### src/rtl/keypad_scheduler.sv
`default_nettype none
// +--------------------------------------------------------------------------+
// | keypad_scheduler: ten-key BCD keypad scanner with one shared debouncer.   |
// | Optional auto-repeat while a key is held: define KEY_REPEAT_EN.           |
// | Revision: 1.0                                                             |
// +--------------------------------------------------------------------------+
module keypad_scheduler #(
  parameter int DEBOUNCE_CYCLES = 4,
  parameter int REPEAT_CYCLES   = 8
) (
  input  logic       clk,
  input  logic       reset,
  input  logic [9:0] keys,
  output logic [3:0] code,
  output logic       valid,
  output logic       busy,
  output logic       collision
);

  localparam logic [1:0] c_IDLE    = 2'd0;
  localparam logic [1:0] c_SETTLE  = 2'd1;
  localparam logic [1:0] c_HELD    = 2'd2;
  localparam logic [1:0] c_RELEASE = 2'd3;
  localparam logic [3:0] c_DEB     = 4'(DEBOUNCE_CYCLES);

  logic [1:0]  r_state;
  logic [3:0]  r_owner;
  logic [3:0]  r_cnt;
  logic [3:0]  r_code;
  logic        r_valid;
  logic        r_collision;

  logic [3:0]  w_low_idx;
  logic        w_multi;
  logic        w_owner_hi;
  logic [3:0]  w_cnt_inc;
  logic [15:0] w_keys_ext;

  // Lowest-index key wins ownership of the debouncer.
  always_comb begin
    w_low_idx = 4'd0;
    for (int i = 9; i >= 0; i--) begin
      if (keys[i]) w_low_idx = 4'(i);
    end
  end

  assign w_multi    = |(keys & (keys - 10'd1));
  assign w_keys_ext = {6'd0, keys};
  assign w_owner_hi = w_keys_ext[r_owner];
  assign w_cnt_inc  = (r_cnt == 4'hF) ? r_cnt : r_cnt + 4'd1;

`ifdef KEY_REPEAT_EN
  localparam logic [7:0] c_REP = 8'(REPEAT_CYCLES);
  logic [7:0] r_rep;
  logic [7:0] w_rep_inc;
  assign w_rep_inc = (r_rep == 8'hFF) ? r_rep : r_rep + 8'd1;
`endif

  always_ff @(posedge clk) begin
    if (reset) begin
      r_state     <= c_IDLE;
      r_owner     <= 4'd0;
      r_cnt       <= 4'd0;
      r_code      <= 4'd0;
      r_valid     <= 1'b0;
      r_collision <= 1'b0;
`ifdef KEY_REPEAT_EN
      r_rep       <= 8'd0;
`endif
    end else begin
      r_valid     <= 1'b0;
      r_collision <= 1'b0;
      case (r_state)
        c_IDLE: begin
          if (|keys) begin
            r_owner     <= w_low_idx;
            r_cnt       <= 4'd1;
            r_collision <= w_multi;
            r_state     <= c_SETTLE;
          end
        end
        c_SETTLE: begin
          if (w_owner_hi) begin
            r_cnt <= w_cnt_inc;
            if (w_cnt_inc == c_DEB) begin
              r_state <= c_HELD;
              r_valid <= 1'b1;
              r_code  <= r_owner;
`ifdef KEY_REPEAT_EN
              r_rep   <= 8'd0;
`endif
            end
          end else begin
            r_state <= c_IDLE;
            r_cnt   <= 4'd0;
          end
        end
        c_HELD: begin
          if (!w_owner_hi) begin
            r_state <= c_RELEASE;
            r_cnt   <= 4'd0;
          end
`ifdef KEY_REPEAT_EN
          else if (w_rep_inc == c_REP) begin
            r_valid <= 1'b1;
            r_rep   <= 8'd0;
          end else begin
            r_rep <= w_rep_inc;
          end
`endif
        end
        c_RELEASE: begin
          // Any key activity restarts the quiet-time count.
          if (|keys) begin
            r_cnt <= 4'd0;
          end else if (w_cnt_inc == c_DEB) begin
            r_state <= c_IDLE;
            r_cnt   <= 4'd0;
          end else begin
            r_cnt <= w_cnt_inc;
          end
        end
        default: r_state <= c_IDLE;
      endcase
    end
  end

  assign code      = r_code;
  assign valid     = r_valid;
  assign busy      = (r_state != c_IDLE);
  assign collision = r_collision;

endmodule
`default_nettype wire

### config.mk
export PLATFORM = sky130hd
export DESIGN_NAME = keypad_scheduler
export DESIGN_NICKNAME = d
export VERILOG_FILES = /design/src/rtl/keypad_scheduler.sv
export SDC_FILE = /design/constraint.sdc
export NUM_CORES = 1
export LEC_CHECK = 0
export BUFFER_PORTS_ARGS = -buffer_cell sky130_fd_sc_hd__buf_2
export CELL_PAD_IN_SITES_DETAIL_PLACEMENT = 1
export CELL_PAD_IN_SITES_GLOBAL_PLACEMENT = 2
export CORE_MARGIN = 3
export CORE_UTILIZATION = 28
export DETAILED_ROUTE_END_ITERATION = 7
export PLACE_DENSITY_LB_ADDON = 0.1
export SETUP_SLACK_MARGIN = 0.15
export SYNTH_ARGS = -nofsm -noshare
export SYNTH_HDL_FRONTEND = slang
export SYNTH_SLANG_ARGS = --single-unit
### constraint.sdc
create_clock -name clk -period 2.04 [get_ports clk]
set_clock_uncertainty 0.1 [all_clocks]
set_input_delay 0.102 -clock clk [delete_from_list [all_inputs] [get_ports clk]]
set_output_delay 0.102 -clock clk [all_outputs]
set_load 0.02 [all_outputs]
## Word-level counts from Yosys, hierarchy flattened

Index checks and enable logic that the tools add are counted.

| cells by class | value |
|---|---|
| magnitude comparators | 1 |
| reduce and logical (&&, ||, !) cells | 10 |
| bitwise logic cells | 5 |
| muxes and demuxes | 27 |
| equality and inequality tests | 10 |
| $add $sub $neg | 2 |

Operator list:

| cell | count |
|---|---|
| $mux 4 | 16 |
| $reduce_or 10->1 | 2 |
| $pmux 4 s4 | 1 |
| $mux 2 | 6 |
| $and 10x10->10 | 1 |
| $sub 10x1->10 const B | 1 |
| $ne 2x2->1 const B | 4 |
| $pmux 2 s4 | 1 |
| $reduce_or 3->1 | 2 |
| $lt 4x5->1 const B | 1 |
| $reduce_and 5->1 | 1 |
| $add 4x1->4 const B | 1 |
| $bmux 1 s4 | 1 |
| $eq 2x2->1 const B | 2 |
| $eq 4x3->1 const B | 1 |
| $eq 4x4->1 const B | 1 |
| $not 1->1 | 4 |
| $reduce_and 2->1 | 2 |
| $ne 3x3->1 const B | 1 |
| $reduce_and 3->1 | 1 |
| $eq 2x1->1 const B | 1 |
| $logic_not 2->1 | 1 |
| $mux 1 | 2 |
| $reduce_bool 2->1 | 1 |

| word-level totals | value |
|---|---|
| register bits after elaboration | 16 |
| input port bits | 12 |

## Depth between registers and ports, before layout

| depth | value |
|---|---|
| depth in word-level cells | 10 |
| gate-level depth with buffers | 7 |
| gate-level depth less buffers | 7 |

## Worst setup path before layout

Ideal clock, no wire load.

| timing | value |
|---|---|
| path type | flip-flop to flip-flop |
| start point | register r_cnt[0] |
| end point | register r_code[0], in the netlist code[0] |
| setup slack | 0.042 ns |
| data required time | 1.812 ns |
| clock period less this slack | 1.998 ns |
| arrival | 1.771 ns |
| cell stages (with the launch flop) | 8 |
| cells stage by stage | dfxtp_1 > ha_1 > nor4bb_1 > a22o_1 > nand2_1 > nor3_2 > mux2i_1 > nor2_1 |

| between the ends | value |
|---|---|
| longest elaborated chain between the ends | 4 |
| elaborated cells between the ends (all ways) | 5 |
| classes of those cells | add/sub (1); eq/ne (2); mux (1); reduce/logical (1) |

RTL lines:

| element | RTL line | source |
|---|---|---|
| start, declared | 28 | `logic [3:0] r_cnt;` |
| start signal, assigned | 84 | `r_cnt <= w_cnt_inc;` |
| start signal, assigned | 120 | `r_cnt <= w_cnt_inc;` |
| $add 4x1->4 / $eq 4x4->1 (equally long branches) | 50 | `assign w_cnt_inc = (r_cnt == 4'hF) ? r_cnt : r_cnt + 4'd1;` |
| $mux 4 (*) | 50 |  |
| $eq 4x3->1 (*) | 85 | `if (w_cnt_inc == c_DEB) begin` |
| $reduce_and 3->1 (no line) (*) | n/a |  |
| end signal, assigned | 88 | `r_code <= r_owner;` |
| end, declared | 29 | `logic [3:0] r_code;` |

Mark *: on every way between the ends. The rest lies on a longest branch, timed or not.
A chain may end at the register's enable or synchronous reset.

## Worst setup path after layout

| timing | value |
|---|---|
| start point | register r_owner[2] |
| end point | register r_cnt[0] |

| between the ends | value |
|---|---|
| longest elaborated chain between the ends | 4 |
| elaborated cells between the ends (all ways) | 6 |
| classes of those cells | eq/ne (1); mux (4); reduce/logical (1) |

RTL lines:

| element | RTL line | source |
|---|---|---|
| start, declared | 27 | `logic [3:0] r_owner;` |
| start signal, assigned | 76 | `r_owner <= w_low_idx;` |
| $bmux 1 s4 (*) | 49 | `assign w_owner_hi = w_keys_ext[r_owner];` |
| $mux 1 (not written as such) (*) | 49 |  |
| $mux 4 / $ne 2x2->1 (equally long branches) | n/a |  |
| $pmux 4 s4 / $reduce_and 2->1 (equally long branches) | n/a |  |

Mark *: on every way between the ends. The rest lies on a longest branch, timed or not. The select of a mux whose other input is x is not followed.

==> flow_summary.toml <==
[synthesis]
post_synth.cell_area_avg_sq_um = 8.21
ys_ff_latch = 16
synth_ff_type = "dfxtp_1"
syn_area_sq_um = 1020
ys_types = 44
ys_warn_count = 0
postSynthCellCount = 124
ys_seq_area_frac = 0.314
synth_fp_nets = 137
async_flop_share = 0
synth_edf_count = 0

[pwr]
cellPowerDensity_nw_per_um2 = 519
power.leakage_nw = 0.561
peakVddDrop_v = 0.000261
p_total_w = 0.000770

[sta]
maxSlewHeadroom = 0.710
setup_viol = 0
whs_ns = 0.0940
finalCritPeriodShare = 0.984
fmax_mhz = 498
rsz0062_at_grt = "yes"
fin_crit_ns = 2.01
fin_ws_ns = 0.0321
finalHoldViolations = 0
tightestPinTransition_ns = 0.434
drv_slew = 0

[die]
die-area_sq_um = 4400
die_w_microns = 66.3
coreArea_sq_um = 3420
die_h_microns = 66.3
io_pins = 19
start_util = 0.298
std_cell_rows = 21

[setup_path]
start_kind = "register"
crit_type = "reg2reg"
cp.arrival_ns = 2.11
path_max_fanout = 8
worstSetupEndpointType = "register"
worstPathRequired_ns = 2.15

[clock_tree]
clk_path_buf_depth = 2
htreeDepth = 1
clk_latency_ns = 0.29
cts_tree = "built"
numCtsBuffers = 3
cts_hold_buf = 0
cts-root-buf = "clkbuf_4"
clock_sinks = 16
clkSlewWorstSetupHoldPaths_ns = 0.11

[global_route]
grt_usage = 0.163
antenna_found_initial = 0
grt_pass1_wl_microns = 5510
grt_max_degree = 18
grt_pass1_vias = 1188
grt_overflow_total = 0

[drt]
ant_nets = 0
wire_per_inst_microns = 15.0
vias = 1095
drt_wl_total_microns = 3130
drc = 0
drt_iter0_markers = 19
viasPerCell = 5.24
dr.pass1.iters = 4

[place]
post-place-ws_ns = -0.0209
port_buffers = 18
gp_congestion = 0.789
dp_hpwl_microns = 2340

[cells_and_area]
nNetsFinal = 177
finish.utilization = 0.434
syn_to_final_growth_pct = 45.7
drive_gt1_frac = 0.448
antennaDiodeCount = 0

[job]
maxCapViolCount = 0

[hold_path]
hp-class = "in2reg"

[status]
status = "finished clean"
==> layout by cell type (no fill, tap or decap), types with 3 or more instances in the layout <==
cell type and count:
clkbuf_4 3, a21oi_1 10, inv_1 7, o21ai_0 5
nor3_1 4, buf_2 18, nand2_1 4, nor2_1 10
nand3_1 3, mux2i_1 5, dfxtp_1 11, a21oi_2 3
maj3_1 3, buf_4 20, dfxtp_2 4, buf_6 3
==> state kept, by name, summed over array words and instances (netlist names), named ones only <==
name,count
code,4
r_cnt,4
r_owner,4
r_state,1
collision,1
valid,1
==> worst paths after layout <==
path | from | to | slack (ns) | depth (start not counted)
worst min register to register | code[2]$_SDFFE_PP0P_ | code[2]$_SDFFE_PP0P_ | 0.40 | 2
worst max register to register | r_owner[2]$_SDFFE_PP0P_ | r_cnt[0]$_SDFFE_PP0P_ | 0.03 | 8
worst max-delay path | r_owner[2]$_SDFFE_PP0P_ | r_cnt[0]$_SDFFE_PP0P_ | 0.03 | 8
worst min-delay path | reset | code[0]$_SDFFE_PP0P_ | 0.09 | 2
==> layout make-up <==
cell class	count	area, sq um
inverters	7	26.3
multi-input cells	94	741
fillers	418	1930
repair buffers	42	294
flip-flops and latches	16	329
well taps	46	57.6
clock buffers	4	36.3
==> critical path: stages (launching register included) <==
cell	delay, ns
dfxtp_2	0.35
mux4_2	0.33
nand2b_4	0.13
a31oi_4	0.09
buf_12	0.16
buf_4	0.13
buf_4	0.12
a221o_1	0.34
a311oi_2	0.19
==> layer usage <==
| metal | up-vias | global-route usage | share of wire |
|---|---|---|---|
| met5 | - | 0 | 0 |
| met3 | 2 | 0.0306 | 0.028 |
| met2 | 12 | 0.301 | 0.54 |
| met1 | 537 | 0.188 | 0.42 |
| li1 | 544 | - | - |
| met4 | 0 | 0.0457 | 0.0074 |
==> through the flow <==
stage	std cells	cell area [sq um]	setup TNS, ns
final	209	1480	0
after floorplan	124	1070	0
after detailed placement	199	1320	-0.0209
after global placement	199	1320	0
after CTS	208	1410	0
after global routing	209	1480	-0.232
==> timing repair <==
| item | in CTS | in global routing |
|---|---|---|
| setup buffers | 5 | 1 |
| endpoints found under the hold margin | 0 | 0 |
| setup endpoints to repair | 10 | 11 |
| gates resized for setup | 3 | 14 |
| pin swaps | 10 | 6 |
==> cells in the mapped netlist, types with 2 or more instances <==
library cell / n / share of area
a211oi_1: 3 / 0.022
a21oi_1: 13 / 0.064
a311oi_1: 2 / 0.017
a31oi_1: 2 / 0.012
and3_1: 2 / 0.012
buf_2: 2 / 0.0098
clkbuf_1: 5 / 0.018
dfxtp_1: 16 / 0.31
inv_1: 7 / 0.026
maj3_1: 3 / 0.029
mux2i_1: 5 / 0.049
nand2_1: 5 / 0.018
nand3_1: 3 / 0.015
nand3b_1: 2 / 0.015
nor2_1: 12 / 0.044
nor3_1: 4 / 0.020
o21a_1: 2 / 0.015
o21ai_0: 5 / 0.025
o21bai_1: 2 / 0.015
o221ai_1: 2 / 0.017
or2_2: 2 / 0.012
or3_1: 2 / 0.012
or4_1: 2 / 0.015
==> where the power goes <==
part / internal [W] / leakage (nW) / switching [W]
sequential: 0.000324 / 0.133 / 0.0000172
clock: 0.000109 / 0.0210 / 0.000109
combinational: 0.000107 / 0.408 / 0.000104
total: 0.000540 / 0.561 / 0.000230
==> logic make-up (layout without fill, tap and decap cells) <==
kind of cell	count (synthesis)	after routing	share of synthesized area
AO/OA/AOI/OAI	38	38	0.249
XOR/XNOR	2	2	0.0172
adder cells (fa/ha/maj)	4	4	0.0418
buffers and inverters	14	53	0.0541
flip-flops	16	16	0.314
multiplexers	7	7	0.0860
AND/OR/NAND/NOR	43	43	0.237
(Power assumes the default switching activity.)
